<file path="src/rtl/game_pkg.sv">
`default_nettype none
// +-----------------------------------------------------------------------+
// | game_pkg: shared encodings, state enum and hand helpers for the game  |
// | Revision: 1.0                                                         |
// +-----------------------------------------------------------------------+
package game_pkg;

  typedef enum logic [1:0] {
    ST_MORA  = 2'd0,
    ST_POINT = 2'd1,
    ST_SHOW  = 2'd2,
    ST_OVER  = 2'd3
  } state_t;

  localparam logic [2:0] c_flag_blank     = 3'b000;
  localparam logic [2:0] c_flag_up        = 3'b100;
  localparam logic [2:0] c_flag_down      = 3'b101;
  localparam logic [2:0] c_flag_left      = 3'b110;
  localparam logic [2:0] c_flag_right     = 3'b111;
  localparam logic [2:0] c_flag_left_win  = 3'b010;
  localparam logic [2:0] c_flag_right_win = 3'b001;

  localparam logic [2:0] c_step_mora  = 3'b100;
  localparam logic [2:0] c_step_point = 3'b010;
  localparam logic [2:0] c_step_over  = 3'b001;

  localparam logic [2:0] c_hand_rock     = 3'b100;
  localparam logic [2:0] c_hand_scissors = 3'b010;
  localparam logic [2:0] c_hand_paper    = 3'b001;

  localparam logic [3:0] c_dir_up    = 4'b1000;
  localparam logic [3:0] c_dir_down  = 4'b0100;
  localparam logic [3:0] c_dir_left  = 4'b0010;
  localparam logic [3:0] c_dir_right = 4'b0001;
  localparam logic [3:0] c_dir_none  = 4'b0000;

  localparam logic [1:0] c_mora_none  = 2'b00;
  localparam logic [1:0] c_mora_left  = 2'b10;
  localparam logic [1:0] c_mora_right = 2'b01;

  // Only legal one-hot pairs can win, so a true result implies both hands valid.
  function automatic logic beats(input logic [2:0] a, input logic [2:0] b);
    return ((a == c_hand_rock)     && (b == c_hand_scissors)) ||
           ((a == c_hand_scissors) && (b == c_hand_paper))    ||
           ((a == c_hand_paper)    && (b == c_hand_rock));
  endfunction

  function automatic logic [2:0] arrow_code(input logic [3:0] dir);
    logic [2:0] code;
    code = c_flag_blank;
    case (dir)
      c_dir_up:    code = c_flag_up;
      c_dir_down:  code = c_flag_down;
      c_dir_left:  code = c_flag_left;
      c_dir_right: code = c_flag_right;
      default:     code = c_flag_blank;
    endcase
    return code;
  endfunction

endpackage
`default_nettype wire

</file>
<file path="src/rtl/mora_judge.sv">
`default_nettype none
// +-----------------------------------------------------------------------+
// | mora_judge: combinational hand comparison, result code + valid flag   |
// | Revision: 1.0                                                         |
// +-----------------------------------------------------------------------+
module mora_judge
  import game_pkg::*;
(
  input  logic [2:0] left_hand,
  input  logic [2:0] right_hand,
  output logic [1:0] result,
  output logic       valid
);

  always_comb begin
    result = c_mora_none;
    if (beats(left_hand, right_hand)) begin
      result = c_mora_left;
    end else if (beats(right_hand, left_hand)) begin
      result = c_mora_right;
    end
  end

  assign valid = |result;

endmodule
`default_nettype wire

</file>
<file path="src/rtl/round_sequencer.sv">
`default_nettype none
// +-----------------------------------------------------------------------+
// | round_sequencer: tick-paced round FSM (MORA/POINT/SHOW/OVER), scores  |
// | Option macro: ROUND_SEQUENCER_AUTO_RESTART_EN (restart after OVER)    |
// | Revision: 1.0                                                         |
// +-----------------------------------------------------------------------+
module round_sequencer
  import game_pkg::*;
#(
  parameter int POINT_TICKS = 3,
  parameter int SHOW_TICKS  = 2,
  parameter int WIN_SCORE   = 7,
  parameter int SCORE_W     = 3
) (
  input  logic               CLK,
  input  logic               RST,
  input  logic               TICK,
  input  logic [2:0]         Left_mora,
  input  logic [2:0]         Right_mora,
  input  logic [3:0]         Left_direct,
  input  logic [3:0]         Right_direct,
  output logic [SCORE_W-1:0] Left_score,
  output logic [SCORE_W-1:0] Right_score,
  output logic [3:0]         rnd,
  output logic [2:0]         flag,
  output logic [2:0]         step,
  output logic [1:0]         mora_result,
  output logic               round_done
);

  localparam int c_timer_max = (POINT_TICKS > SHOW_TICKS) ? POINT_TICKS : SHOW_TICKS;
  localparam int c_timer_w   = $clog2(c_timer_max + 1);

  state_t               r_state, w_state_nxt;
  logic [c_timer_w-1:0] r_timer, w_timer_nxt, w_timer_inc;
  logic [SCORE_W-1:0]   r_left_score, w_left_score_nxt;
  logic [SCORE_W-1:0]   r_right_score, w_right_score_nxt;
  logic [3:0]           r_rnd, w_rnd_nxt;
  logic [2:0]           r_flag, w_flag_nxt;
  logic [2:0]           r_step, w_step_nxt;
  logic [1:0]           r_mora_result, w_mora_result_nxt;
  logic                 r_round_done, w_round_done_nxt;

  logic [1:0]           w_judge_result;
  logic                 w_judge_valid;
  logic [3:0]           w_loser_direct;

  mora_judge u_mora_judge (
    .left_hand  (Left_mora),
    .right_hand (Right_mora),
    .result     (w_judge_result),
    .valid      (w_judge_valid)
  );

  assign w_timer_inc    = r_timer + 1'b1;
  // The hand winner's own look input is irrelevant; only the loser answers.
  assign w_loser_direct = (r_mora_result == c_mora_left) ? Right_direct : Left_direct;

  always_ff @(posedge CLK or posedge RST) begin
    if (RST) begin
      r_state       <= ST_MORA;
      r_timer       <= '0;
      r_left_score  <= '0;
      r_right_score <= '0;
      r_rnd         <= c_dir_right;
      r_flag        <= c_flag_blank;
      r_step        <= c_step_mora;
      r_mora_result <= c_mora_none;
      r_round_done  <= 1'b0;
    end else begin
      r_state       <= w_state_nxt;
      r_timer       <= w_timer_nxt;
      r_left_score  <= w_left_score_nxt;
      r_right_score <= w_right_score_nxt;
      r_rnd         <= w_rnd_nxt;
      r_flag        <= w_flag_nxt;
      r_step        <= w_step_nxt;
      r_mora_result <= w_mora_result_nxt;
      r_round_done  <= w_round_done_nxt;
    end
  end

  always_comb begin
    w_state_nxt       = r_state;
    w_timer_nxt       = r_timer;
    w_left_score_nxt  = r_left_score;
    w_right_score_nxt = r_right_score;
    w_flag_nxt        = r_flag;
    w_step_nxt        = r_step;
    w_mora_result_nxt = r_mora_result;
    w_round_done_nxt  = 1'b0;
    // Free-running rotation makes the pointing direction unpredictable to players.
    w_rnd_nxt         = (r_state == ST_MORA) ? {r_rnd[2:0], r_rnd[3]} : r_rnd;

    if (TICK) begin
      case (r_state)
        ST_MORA: begin
          if (w_judge_valid) begin
            w_mora_result_nxt = w_judge_result;
            w_timer_nxt       = '0;
            w_step_nxt        = c_step_point;
            w_state_nxt       = ST_POINT;
          end else begin
            w_mora_result_nxt = c_mora_none;
          end
        end

        ST_POINT: begin
          if (w_loser_direct == r_rnd) begin
            if (r_mora_result == c_mora_left) begin
              w_left_score_nxt = r_left_score + 1'b1;
            end else begin
              w_right_score_nxt = r_right_score + 1'b1;
            end
            w_flag_nxt  = arrow_code(r_rnd);
            w_timer_nxt = '0;
            w_step_nxt  = c_step_mora;
            w_state_nxt = ST_SHOW;
          end else if (w_loser_direct != c_dir_none) begin
            w_flag_nxt  = c_flag_blank;
            w_timer_nxt = '0;
            w_step_nxt  = c_step_mora;
            w_state_nxt = ST_SHOW;
          end else if (w_timer_inc == c_timer_w'(POINT_TICKS)) begin
            w_flag_nxt  = c_flag_blank;
            w_timer_nxt = '0;
            w_step_nxt  = c_step_mora;
            w_state_nxt = ST_SHOW;
          end else begin
            w_timer_nxt = w_timer_inc;
          end
        end

        ST_SHOW: begin
          if (w_timer_inc == c_timer_w'(SHOW_TICKS)) begin
            w_timer_nxt       = '0;
            w_round_done_nxt  = 1'b1;
            w_mora_result_nxt = c_mora_none;
            if (r_left_score == SCORE_W'(WIN_SCORE)) begin
              w_flag_nxt  = c_flag_left_win;
              w_step_nxt  = c_step_over;
              w_state_nxt = ST_OVER;
            end else if (r_right_score == SCORE_W'(WIN_SCORE)) begin
              w_flag_nxt  = c_flag_right_win;
              w_step_nxt  = c_step_over;
              w_state_nxt = ST_OVER;
            end else begin
              w_flag_nxt  = c_flag_blank;
              w_step_nxt  = c_step_mora;
              w_state_nxt = ST_MORA;
            end
          end else begin
            w_timer_nxt = w_timer_inc;
          end
        end

        ST_OVER: begin
`ifdef ROUND_SEQUENCER_AUTO_RESTART_EN
          if (w_timer_inc == c_timer_w'(SHOW_TICKS)) begin
            w_timer_nxt       = '0;
            w_left_score_nxt  = '0;
            w_right_score_nxt = '0;
            w_flag_nxt        = c_flag_blank;
            w_step_nxt        = c_step_mora;
            w_round_done_nxt  = 1'b1;
            w_state_nxt       = ST_MORA;
          end else begin
            w_timer_nxt = w_timer_inc;
          end
`else
          w_state_nxt = ST_OVER;
`endif
        end

        default: w_state_nxt = ST_MORA;
      endcase
    end
  end

  assign Left_score  = r_left_score;
  assign Right_score = r_right_score;
  assign rnd         = r_rnd;
  assign flag        = r_flag;
  assign step        = r_step;
  assign mora_result = r_mora_result;
  assign round_done  = r_round_done;

endmodule
`default_nettype wire

</file>
<file path="config.mk">
export PLATFORM = sky130hd
export DESIGN_NAME = round_sequencer
export DESIGN_NICKNAME = d
export VERILOG_FILES = /design/src/rtl/game_pkg.sv /design/src/rtl/mora_judge.sv /design/src/rtl/round_sequencer.sv
export SDC_FILE = /design/constraint.sdc
export NUM_CORES = 1
export LEC_CHECK = 0
export ABC_AREA = 1
export BUFFER_PORTS_ARGS = -buffer_cell sky130_fd_sc_hd__clkbuf_2
export CORE_MARGIN = 3
export CORE_UTILIZATION = 30
export CTS_CLUSTER_SIZE = 10
export DETAILED_ROUTE_END_ITERATION = 6
export PLACE_DENSITY = 0.55
export SLEW_MARGIN = 20
export SYNTH_ARGS = -nofsm -noshare
export SYNTH_HDL_FRONTEND = slang
export SYNTH_HIERARCHICAL = 1
export SYNTH_SLANG_ARGS = --single-unit
export TNS_END_PERCENT = 20
</file>
<file path="constraint.sdc">
create_clock -name CLK -period 3.8 [get_ports CLK]
set_input_delay 0.76 -clock CLK [delete_from_list [all_inputs] [get_ports CLK]]
set_output_delay 0.76 -clock CLK [all_outputs]
set_load 0.01 [all_outputs]
</file>
# --- Word-level counts from Yosys, hierarchy flattened ---
# Index checks and enable logic that the tools add are counted.
op_classes:
  addsub: 3
  n_mul: 0
  div: 0
  magnitude_cmp: 0
  eq_ne: 22
  shifts: 0
  n_mux: 39
  n_bitwise: 1
  n_reduce_logical: 23
ops:
  columns: ["cell", "n"]
  rows:
  - ["2-to-1 mux 3 bit", 11]
  - ["2-to-1 mux 2 bit", 16]
  - ["AND reduction 4 bit", 4]
  - ["== test 3 bit, second input constant", 4]
  - ["case mux 3 bit (4 select lines)", 1]
  - ["== test 2 bit, second input constant", 5]
  - ["case mux 3 bit (3 select lines)", 1]
  - ["case mux 2 bit (4 select lines)", 1]
  - ["adder 3 x 1 -> 3 bit, second input constant", 2]
  - ["== test 3 x 1 -> 1 bit, second input constant", 2]
  - ["== test 3 x 2 -> 1 bit, second input constant", 2]
  - ["logical AND 1 bit", 6]
  - ["case mux 2 bit (3 select lines)", 1]
  - ["case mux 3 bit (2 select lines)", 1]
  - ["AND reduction 3 bit", 2]
  - ["2-to-1 mux 1 bit", 5]
  - ["AND reduction 5 bit", 1]
  - ["== test 4 x 1 -> 1 bit, second input constant", 1]
  - ["== test 4 x 2 -> 1 bit, second input constant", 1]
  - ["== test 4 x 3 -> 1 bit, second input constant", 1]
  - ["== test 4 bit", 1]
  - ["== test 4 bit, second input constant", 1]
  - ["logical OR 1 bit", 4]
  - ["2-to-1 mux 4 bit", 1]
  - ["other kinds (12)", 13]
word_totals:
  regBits: 23
  latch_bits: 0
  mem_bits_rw: 0
  romBits: 0
  input_bits: 17
  output_inout_bits: 19
  word_cells: 97
  n_memories: 0

# --- Longest topological paths before layout ---
# Gate-level depths: netlist (run 1).
logic_depth:
  depth_word: 9
  ltp_mapped: 14
  ltp_nobuf: 14

# --- Hierarchy ---
# The synthesis (run 1) kept the hierarchy.
by_module_without_submodules:
  columns: ["mod", "n_inst", "cells_each", "area_each_um2", "seq_area_each_um2"]
  rows:
  - ["round_sequencer", 1, 208, 1612.8, 578.1]
  - ["mora_judge", 1, 31, 130.1, 0.0]

# --- Worst setup path before layout (run 1) ---
# Ideal clock, no wire load.
synth_timing:
  path_kind: "input to register"
  from: "input Right_mora[1]"
  to: "register r_step[1], in the netlist step[1]"
  setup_time_ps: 117
  arrival_ps: 1867
  required_ps: 3683
  setup_slack_ps: 1816
  cell_stages: 13
  path_buffers: 0
  path_cell_list: "inv_1 nand2_1 nor2_1 and2_4 nor2_2 nand2_1 inv_1 a21oi_4 nand2_1 inv_1 nand3_1 nand2_1 nand2_1"
synth_via:
  elab_chain_len: 9
  elab_cells_between_ends: 18
  cone_classes: "eq/ne (4); mux (2); reduce/logical (12)"
synth_lines:
  columns: ["item", "line_no", "rtl"]
  rows:
  - ["start, declared", "round_sequencer.sv:19", "input logic [2:0] Right_mora,"]
  - ["== test 3 bit or == test 3 x 2 -> 1 bit (tied branches)", "game_pkg.sv:43, game_pkg.sv:45, game_pkg.sv:44", null]
  - ["logical AND 1 bit (on tied branches)", "game_pkg.sv:43, game_pkg.sv:44", null]
  - ["logical OR 1 bit", "game_pkg.sv:43", "return ((a == c_hand_rock) && (b == c_hand_scissors)) ||"]
  - ["logical OR 1 bit", "game_pkg.sv:44", "((a == c_hand_scissors) && (b == c_hand_paper)) ||"]
  - ["2-to-1 mux 1 bit", "mora_judge.sv:19", "end else if (beats(right_hand, left_hand)) begin"]
  - ["2-to-1 mux 2 bit *", "mora_judge.sv:17", "if (beats(left_hand, right_hand)) begin"]
  - ["OR reduction 2 bit *", "mora_judge.sv:24", "assign valid = |result;"]
  - ["net w_judge_valid", "round_sequencer.sv:45", "logic w_judge_valid;"]
  - ["inequality test 2 x 1 -> 1 bit (no line) *", null, null]
  - ["AND reduction 5 bit (no line) *", null, null]
  - ["end signal, assigned", "round_sequencer.sv:67", "r_step <= c_step_mora;"]
  - ["end signal, assigned", "round_sequencer.sv:77", "r_step <= w_step_nxt;"]
  - ["end, declared", "round_sequencer.sv:40", "logic [2:0] r_step, w_step_nxt;"]
# Mark *: on every way through the listed nets, which the timed path passes. The rest lies on a longest branch.
# A chain may end at the register's enable or synchronous reset.

# --- Worst setup path in the final report (run 1) ---
layout_timing:
  from: "input Right_mora[0]"
  to: "register r_step[0], in the netlist step[0]"
# Same word-level chain as after synthesis.

==> impl_metrics.py, run 1 <==
metrics = {
    "cells_and_area": {
        "final_net_count": 300,
        "fin_area_mm2": 0.00202,
        "area_growth_pct": 15.6,
        "drive_gt1_share_pct": 25.6,
        "fin_cells": 345,
        "num-fill-cells": 606,
        "n_antenna_cell": 0,
    },
    "placed_design": {
        "routabilityCongestion": 0.769,
        "port_buffers": 35,
        "dp.cells": 341,
        "hpwl_mm": 3.02,
        "placedInstanceArea_mm2": 0.00197,
    },
    "clocking": {
        "cts_made_buffers": 3,
        "cts_sinks": 23,
        "post-cts-setup-buffers": 0,
        "ctsHoldBuffers": 0,
        "cts_buffer_depth": 2,
        "clk_pin_slew_ps": 90,
        "cts_tree": "yes",
        "clock-root-buffer": "clkbuf_8",
        "cts_resized": 0,
        "clock_latency_ps": 270,
        "htreeDepth": 1,
    },
    "worst_setup_path": {
        "worstPathMaxFanout": 5,
        "startpoint": "Right_mora[0]",
        "rr_startpoint": "r_state[0]$_DFFE_PP0P_",
        "critPathArrivalTime_ps": 2180,
        "path_cells": "clkbuf_2 > inv_1 > nand2_1 > nor2_1 > inv_1 > nor2_1 > nor2_1 > nand2_1 > inv_1 > a21oi_4 > nand2_1 > inv_1 > nand3_1 > nand2_1 > nand2_1",
        "cp-start-kind": "primary input",
        "reg2regPathDepth": 8,
        "path_class": "primary input to flop",
        "crit_top_cell": "nand2_1",
        "crit_slowest_cell": "a21oi_4",
        "worstPathRequired_ps": 3960,
        "cp-end-kind": "flop",
        "rrSetupSlack_ps": 1870,
        "r2r_end": "step[0]$_DFFE_PP0P_",
        "slowest_delay_ps": 180,
    },
    "pwr": {
        "leakage_nw": 1.09,
        "p_total_w": 0.000796,
        "ir_drop_mv": 0.139,
        "power_density_mw_per_mm2": 395,
    },
    "timing": {
        "period_minus_slack_ps": 2010,
        "period_share_pct": 53.0,
        "fin_tns_setup_ps": 0,
        "finClkSkew_ps": 2.80,
        "tightest_slew_ps": 942,
        "slew_headroom_pct": 37.1,
        "setup_violations": 0,
        "drv_slew": 0,
        "grt_setup_unrepaired": "false",
        "finalHoldViolCount": 0,
        "fmax_mhz": 496,
    },
    "logic_synthesis": {
        "synth_top_family_by_area": "simple AND/OR/NAND/NOR gates",
        "synth-simple-area-share_pct": 42.9,
        "ys_seq_area_share_pct": 33.2,
        "synth_compound_area_share_pct": 6.53,
        "synth_mux_area_share_pct": 0,
        "ys_ff_latch": 23,
        "synthXorXnorAreaFrac_pct": 0,
        "synthAdderAreaFrac_pct": 6.46,
        "ys.flop_type": "dfrtp_1",
        "syn_nets": 265,
        "synth_area_leaders": "dfrtp_1 (30%), nand2_1 (13%), inv_1 (8.0%)",
        "synth_edf_count": 0,
        "async_flop_share_pct": 100,
        "synth_top_area_share_pct": 30.2,
        "synth_cells": 239,
        "yosysTopAreaCell": "dfrtp_1",
        "synth-warning-count": 6,
        "synth_cell_types": 31,
        "avgSynthCellArea_um2": 7.29,
        "syn_area_mm2": 0.00174,
    },
    "grt": {
        "grt_use_total_pct": 12.7,
        "grt_max_degree": 24,
        "grt_pass1_vias": 1514,
        "antenna_found_initial": 0,
        "grt_pass1_wl_mm": 6.75,
        "grt_overflow": 0,
    },
    "worst_hold_path": {
        "hold_end": "step[2]$_DFFE_PP1P_",
        "hp-start": "step[2]$_DFFE_PP1P_",
        "hold_depth": 2,
        "hp-class": "flop to flop",
    },
    "detailed_routing": {
        "drt_iter0_markers": 52,
        "routed_via_density": 4.52,
        "wl_mm": 3.81,
        "first_pass_iters": 4,
        "drc_errors": 0,
        "antenna_left": 0,
        "routedWlPerCell_um": 11.0,
        "vias": 1558,
    },
    "floorplan": {
        "die_y_um": 82.2,
        "coreArea_mm2": 0.00557,
        "ios": 36,
        "start_util_pct": 31.3,
        "die_area_mm2": 0.00676,
        "num_rows": 27,
        "die_w_um": 82.2,
    },
    "run": {
        "maxCapViolations": 0,
    },
    "outcome": {
        "outcome": "complete, no violations",
    },
}
where the power goes:
part | internal [W] | switching, W
Clock | 0.0000734 | 0.0000860
Sequential | 0.000278 | 0.0000264
Combinational | 0.000108 | 0.000224
Total | 0.000460 | 0.000336
sequential cells by signal, indices dropped and copies added (netlist names):
register / flops
rnd: 4
Left_score: 3
Right_score: 3
flag: 3
step: 3
mora_result: 2
r_state: 2
r_timer: 2
round_done: 1
cell type report:
class | count | area [µm²] | area share [%]
multi-input cells | 171 | 973 | 48.3
flip-flops and latches | 23 | 578 | 28.7
repair buffers | 35 | 175 | 8.69
inverters | 40 | 153 | 7.57
well taps | 72 | 90.1 | 4.47
clock buffers | 3 | 41.3 | 2.05
clock inverters | 1 | 5.00 | 0.248
stage by stage:
step                      hold WS, ps  worst slack, ps  utilization (%)
after CTS                         470             1770             36.2
after floorplan                   449             1820                -
after detailed placement          456             1480             35.3
after global routing              510             1540             36.2
final                             469             1790             36.2
after global placement            464             1540             35.3
synth_stat cells (all sizes together), types with 3 or more instances:
cell type and number:
clkbuf 3, nor2 22, nand3b 3, inv 40
a21oi 6, nand4 13, o21ai 13, ha 9
nand3 26, nand2 74, dfrtp 21
kinds of logic after synthesis:
family | Yosys count
compound gates | 20
fa+ha+maj | 9
buf+inv | 45
flops | 23
simple gates | 142
worst max-delay path by stage:
| stage | end | slack [ps] |
|---|---|---|
| 6_report | step[0]$_DFFE_PP0P_ | 1790 |
| 5_1_grt | step[1]$_DFFE_PP0P_ | 1540 |
| 4_1_cts | step[0]$_DFFE_PP0P_ | 1770 |
| 3_5_place_dp | step[0]$_DFFE_PP0P_ | 1480 |
| 3_3_place_gp | step[1]$_DFFE_PP0P_ | 1540 |
| 2_1_floorplan | step[1]$_DFFE_PP0P_ | 1820 |
worst max-delay path, delay by kind of cell:
kind | cells | cell delay (ps)
and+or+nand+nor | 9 | 840
buffers and inverters | 5 | 400
AOI/OAI and AO/OA | 1 | 180
metal layers:
layer | up-vias | GRT usage (%) | wire length (µm)
met5 | - | 0 | 0
met4 | 0 | 3.99 | 61
met3 | 5 | 1.84 | 144
met2 | 26 | 22.0 | 1750
met1 | 694 | 16.3 | 1850
li1 | 833 | - | -
placed cells by master, fill, tap and decap left out, types with 2 or more instances in the layout:
cell type  Yosys  layout
nand3_1       21      21
nor2_2         3       3
inv_1         37      37
nand2_2        8       8
o21ai_1        6       6
dfstp_2        2       2
nor2_4         2       2
ha_1           9       9
clkbuf_8       0       3
dfrtp_1       21      21
a21oi_1        5       5
nand2_4        3       3
nand3_2        5       5
nand3b_1       3       3
nand4_1       13      13
inv_2          2       2
nand2_1       62      62
o21ai_0        7       7
clkbuf_2       1      35
nor2_1        16      16
No activity file was read; power rests on OpenSTA's default activity.
==> run 2, diff against run 1 <==
- PLACE_DENSITY: 0.55 -> 0.57
- clock period: 3.8 -> 1.79 ns (I/O delays scaled with it)
==> impl_metrics.py, run 2 (synthesized netlist as in run 1, its figures left out) <==
metrics = {
    "outcome": {
        "outcome": "complete, no violations",
    },
    "pwr": {
        "ir_drop_mv": 0.523,
        "power_density_mw_per_mm2": 839,
        "p_total_w": 0.00179,
        "leakage_nw": 1.14,
    },
    "timing": {
        "hold_ws_ps": 104,
        "fmax_mhz": 601,
        "period_minus_slack_ps": 1660,
        "drv_slew": 0,
        "finalHoldViolCount": 0,
        "tightest_slew_ps": 439,
        "worst_slack_ps": 126,
        "grt_setup_unrepaired": "true",
        "finClkSkew_ps": 1.61,
        "fin_tns_setup_ps": 0,
        "period_share_pct": 93.0,
        "slew_headroom_pct": 70.7,
        "setup_violations": 0,
    },
    "run": {
        "maxCapViolations": 0,
    },
    "clocking": {
        "htreeDepth": 1,
        "cts_tree": "yes",
        "clock_latency_ps": 260,
        "cts_made_buffers": 3,
        "clock-root-buffer": "clkbuf_8",
        "cts_sinks": 23,
        "clk_pin_slew_ps": 80,
        "cts_buffer_depth": 2,
        "ctsHoldBuffers": 0,
    },
    "cells_and_area": {
        "final_net_count": 311,
        "n_antenna_cell": 0,
        "final_common_cell": "nand2_1",
        "mostFrequentLayoutCells": "nand2_1 (62), inv_1 (37), clkbuf_2 (35)",
        "largest_reg_flops": 4,
        "area_growth_pct": 22.5,
        "fin_area_mm2": 0.00213,
        "drive_gt1_share_pct": 29.2,
    },
    "worst_setup_path": {
        "critPathArrivalTime_ps": 1820,
        "startpoint": "mora_result[1]$_DFFE_PP0P_",
        "cp-endpoint": "Right_score[2]$_DFFE_PP0P_",
        "worst-path-buf-inv": 1,
        "path_cells": "buf_4 > nand2_8 > nand2_1 > nand3_1 > nand2_1 > nor2_4 > nand2_4 > nor2_8 > nand3_2 > nand2_1 > o21ai_1",
        "path_class": "flop to flop",
        "worst-path-stages": 11,
        "worstPathRequired_ps": 1950,
        "rr_startpoint": "mora_result[1]$_DFFE_PP0P_",
        "crit_slowest_cell": "dfrtp_1",
        "cp-start-kind": "flop",
        "r2r_end": "Right_score[2]$_DFFE_PP0P_",
        "crit_family": "simple AND/OR/NAND/NOR gates",
        "cp-end-kind": "flop",
        "reg2regPathDepth": 11,
        "worstPathMaxFanout": 7,
        "rrSetupSlack_ps": 130,
        "slowest_delay_ps": 400,
        "crit_top_cell": "nand2_1",
    },
    "detailed_routing": {
        "drc_errors": 0,
        "antenna_left": 0,
        "vias": 1599,
        "drt_iter0_markers": 55,
        "wl_mm": 3.90,
        "first_pass_iters": 4,
        "routed_via_density": 4.49,
        "routedWlPerCell_um": 10.9,
    },
    "grt": {
        "grt_use_total_pct": 12.0,
        "grt_overflow": 0,
        "grt_max_degree": 24,
        "grt_pass1_vias": 1529,
        "antenna_found_initial": 0,
        "grt_pass1_wl_mm": 6.54,
    },
    "placed_design": {
        "placedInstanceArea_mm2": 0.00204,
        "dpl_worst_slack_ps": -47.6,
        "hpwl_mm": 3.08,
        "routabilityCongestion": 0.811,
        "port_buffers": 35,
    },
    "worst_hold_path": {
        "hp-class": "primary input to asynchronous set/reset pin",
    },
    "floorplan": {
        "die_area_mm2": 0.00676,
        "num_rows": 27,
        "die_y_um": 82.2,
        "die_w_um": 82.2,
        "coreArea_mm2": 0.00557,
        "start_util_pct": 31.3,
        "ios": 36,
    },
}
[run 2: worst min-delay path by stage]
stage / end / start / cells past startpoint / slack, ps
2_1_floorplan: Left_score[0]$_DFFE_PP0P_ / RST / 1 / 360
3_3_place_gp: Right_score[0]$_DFFE_PP0P_ / RST / 3 / 400
3_5_place_dp: Left_score[0]$_DFFE_PP0P_ / RST / 3 / 400
4_1_cts: Left_score[0]$_DFFE_PP0P_ / RST / 3 / 110
5_1_grt: Right_score[1]$_DFFE_PP0P_ / RST / 3 / 140
6_report: Right_score[0]$_DFFE_PP0P_ / RST / 3 / 100
[run 2: cell type report]
class / instances / area [µm²]
clock buffers: 4 / 45.0
fillers: 589 / 3440
well taps: 72 / 90.1
repair buffers: 45 / 250
inverters: 40 / 153
flip-flops and latches: 23 / 578
multi-input cells: 172 / 1020
[run 2: tightest hold or removal path: stages]
cell      delay [ps]
clkbuf_2          80
inv_1             40
buf_4            290
[run 2: routing by layer]
metal  global-route usage, %  routed length [µm]
met4                    2.99                  19
met5                       0                   0
met2                    20.8                1900
met1                    15.9                1810
met3                    1.41                 167
[run 2: repair_timing]
action	4_1_cts	5_1_grt
buffers inserted	0	0
endpoints found under the setup margin	0	10
gates resized for setup	0	6
[run 2: per-stage QoR]
step	utilization, %	cells
2_1_floorplan	-	239
3_3_place_gp	36.7	351
3_5_place_dp	36.7	351
4_1_cts	37.5	355
5_1_grt	38.3	356
6_report	38.3	356
[run 2: power by group]
group          internal [W]  total [W]  switching, W
clock              0.000159   0.000327      0.000168
combinational      0.000299   0.000819      0.000520
sequential         0.000590   0.000645     0.0000546
total               0.00105    0.00179      0.000743
==> run 3, diff against run 2 <==
- ABC_AREA: 1 -> 0
==> impl_metrics.py, run 3 <==
metrics = {
    "detailed_routing": {
        "drt_iter0_markers": 75,
        "vias": 1445,
        "antenna_left": 0,
        "wl_mm": 3.94,
        "first_pass_iters": 4,
        "drc_errors": 0,
        "routed_via_density": 4.72,
        "routedWlPerCell_um": 12.9,
    },
    "cells_and_area": {
        "multiInputGateArea_mm2": 0.00104,
        "num-fill-cells": 496,
        "final_common_cell": "buf_4",
        "final_net_count": 266,
        "n_antenna_cell": 0,
        "drive_gt1_share_pct": 44.8,
        "largest_reg_flops": 4,
        "utilization_pct": 45.9,
        "area_growth_pct": 42.2,
        "final-seq-area_um2": 579,
        "mostFrequentLayoutCells": "buf_4 (39), clkbuf_2 (35), dfrtp_1 (20)",
    },
    "worst_setup_path": {
        "path_class": "flop to flop",
        "crit_slowest_cell": "dfstp_2",
        "worstPathRequired_ps": 1940,
        "cp-end-kind": "flop",
        "slowest_delay_ps": 570,
        "reg2regPathDepth": 7,
        "path_cells": "inv_4 > a221oi_4 > o21ai_2 > o311a_4 > o31ai_4 > nand4_2 > mux2_1",
        "crit_family": "compound AO/OA/AOI/OAI gates",
        "rr_startpoint": "rnd[0]$_DFFE_PP1N_",
        "rrSetupSlack_ps": -470,
        "r2r_end": "flag[1]$_DFFE_PP0P_",
        "cp-start-kind": "flop",
        "worst-path-buf-inv": 1,
        "critPathArrivalTime_ps": 2410,
        "worstPathMaxFanout": 4,
    },
    "logic_synthesis": {
        "synth_cell_types": 49,
        "ys_ff_latch": 23,
        "ys_seq_area_share_pct": 36.2,
        "synth_most_common_cell": "dfrtp_1",
        "synth_top_area_share_pct": 32.9,
        "syn_nets": 193,
        "synth_cells": 167,
        "synth_edf_count": 0,
        "ys.flop_type": "dfrtp_1",
        "async_flop_share_pct": 100,
        "avgSynthCellArea_um2": 9.56,
        "synth-warning-count": 6,
        "yosysTopAreaCell": "dfrtp_1",
        "synth_area_leaders": "dfrtp_1 (33%), ha_1 (7.1%), mux2_2 (4.9%)",
        "synth_common_cells": "dfrtp_1 (21), nand2_1 (17), inv_1 (12)",
        "syn_area_mm2": 0.00160,
    },
    "floorplan": {
        "coreArea_mm2": 0.00494,
        "die_w_um": 79.0,
        "num_rows": 25,
        "die_y_um": 79.0,
        "ios": 36,
        "start_util_pct": 32.3,
        "die_area_mm2": 0.00623,
    },
    "grt": {
        "grt_use_total_pct": 13.0,
        "grt_pass1_vias": 1396,
        "grt_max_degree": 24,
        "antenna_found_initial": 0,
        "grt_pass1_wl_mm": 6.44,
        "grt_overflow": 0,
    },
    "pwr": {
        "switching_share_pct": 37.6,
        "power_frac_seq_pct": 33.9,
        "ir_drop_mv": 0.780,
        "p_total_w": 0.00198,
        "power_density_mw_per_mm2": 871,
        "power_switching_w": 0.000744,
        "p_int_w": 0.00123,
        "combPwrFrac_pct": 49.6,
        "leakage_nw": 1.12,
        "clkPwrFrac_pct": 16.5,
    },
    "clocking": {
        "cts_made_buffers": 3,
        "cts_tree": "yes",
        "clock-root-buffer": "clkbuf_8",
        "clock_latency_ps": 270,
        "cts_buffer_depth": 2,
        "htreeDepth": 1,
        "cts_sinks": 23,
        "clk_pin_slew_ps": 90,
    },
    "timing": {
        "worst_slack_ps": -472,
        "drv_slew": 0,
        "period_share_pct": 126,
        "tightest_slew_ps": 343,
        "period_minus_slack_ps": 2260,
        "finClkSkew_ps": 9.51,
        "slew_headroom_pct": 76.8,
        "setup_violations": 16,
        "finalHoldViolCount": 0,
        "fmax_mhz": 442,
        "grt_setup_unrepaired": "true",
    },
    "worst_hold_path": {
        "hp-class": "primary input to asynchronous set/reset pin",
    },
    "outcome": {
        "violations": "setup timing",
        "outcome": "finished, violations left",
    },
    "placed_design": {
        "hpwl_mm": 3.04,
        "dpl_worst_slack_ps": -479,
        "port_buffers": 35,
        "routabilityCongestion": 0.807,
    },
    "run": {
        "maxCapViolations": 0,
    },
}
==> run 3: cell count changes in the layout (fill, tap and decap cells not counted), moves of 8 or more <==
| cell | previous run | this run |
|---|---|---|
| buf_4 | 10 | 39 |
| inv_1 | 37 | 12 |
| nand2_1 | 62 | 15 |
| nand2b_1 | 0 | 8 |
| nand3_1 | 19 | 1 |
| nand4_1 | 13 | 0 |
| nor2_1 | 16 | 7 |
==> run 3: kinds of logic (layout without fill, tap and decap cells) <==
logic type                 Yosys count  in the layout  share of synthesized area, %
xor gates and xnor gates             6              6                          3.29
AOI/OAI and AO/OA                   36             36                          17.2
and+or+nand+nor                     60             60                          21.6
buffers and inverters               19             91                          5.09
adders and majority gates            9              9                          7.05
muxes                               14             14                          9.56
DFF                                 23             23                          36.2
==> run 3: per-layer routing <==
metal	wire length (µm)	up-vias	global-route usage (%)	part of all wire [%]
li1	-	741	-	-
met1	1860	666	17.1	47
met4	43	0	4.47	1.1
met5	0	-	0	0
met3	179	4	2.27	4.5
met2	1860	34	21.6	47
==> run 3: repair_timing <==
| action | CTS | global route |
|---|---|---|
| setup endpoints to repair | 16 | 16 |
| hold buffers | 0 | 0 |
| gates resized for setup | 10 | 11 |
| pin swaps | 3 | 6 |
| buffers inserted | 0 | 0 |
| cloned | 0 | 0 |
==> run 3: layout make-up <==
cell class	instances	share of cell area [%]
Timing Repair Buffer	74	20.6
Tap cell	67	3.69
Multi-Input combinational cell	125	45.9
Sequential cell	23	25.5
Clock buffer	4	1.98
Inverter	13	2.26
==> run 3: how the worst max path moves through the flow <==
stage                                    start                  end  slack (ps)  cells after the start
finish                      rnd[0]$_DFFE_PP1N_  flag[1]$_DFFE_PP0P_        -470                      7
global route                rnd[0]$_DFFE_PP1N_  flag[1]$_DFFE_PP0P_        -560                      7
CTS                         rnd[0]$_DFFE_PP1N_  flag[0]$_DFFE_PP0P_        -440                      7
detailed placement          rnd[0]$_DFFE_PP1N_  flag[0]$_DFFE_PP0P_        -480                      7
global placement    mora_result[1]$_DFFE_PP0P_  flag[0]$_DFFE_PP0P_        -470                      6
floorplan                   rnd[0]$_DFFE_PP1N_  flag[0]$_DFFE_PP0P_        -430                      7
==> run 3: worst min-delay path: cells and delay by family <==
kind                   cells  cell delay (ps)
buffers and inverters      3              410
==> run 3: power by group through the flow <==
stage	Clock, W	Combinational, W	Sequential (W)
floorplan	0	0.000535	0.000695
global placement	0	0.000900	0.000680
detailed placement	0	0.000912	0.000678
CTS	0.000340	0.000959	0.000670
global route	0.000363	0.00109	0.000685
finish	0.000326	0.000980	0.000671
==> run 3: metrics by stage <==
stage	cell area, µm²	hold WS, ps	TNS (ps)	cells
6_report	2270	97.2	-4860	306
5_1_grt	2270	133	-6090	306
4_1_cts	2220	104	-4840	306
3_5_place_dp	2130	399	-5590	302
3_3_place_gp	2130	397	-5430	302
2_1_floorplan	1610	358	-3920	167
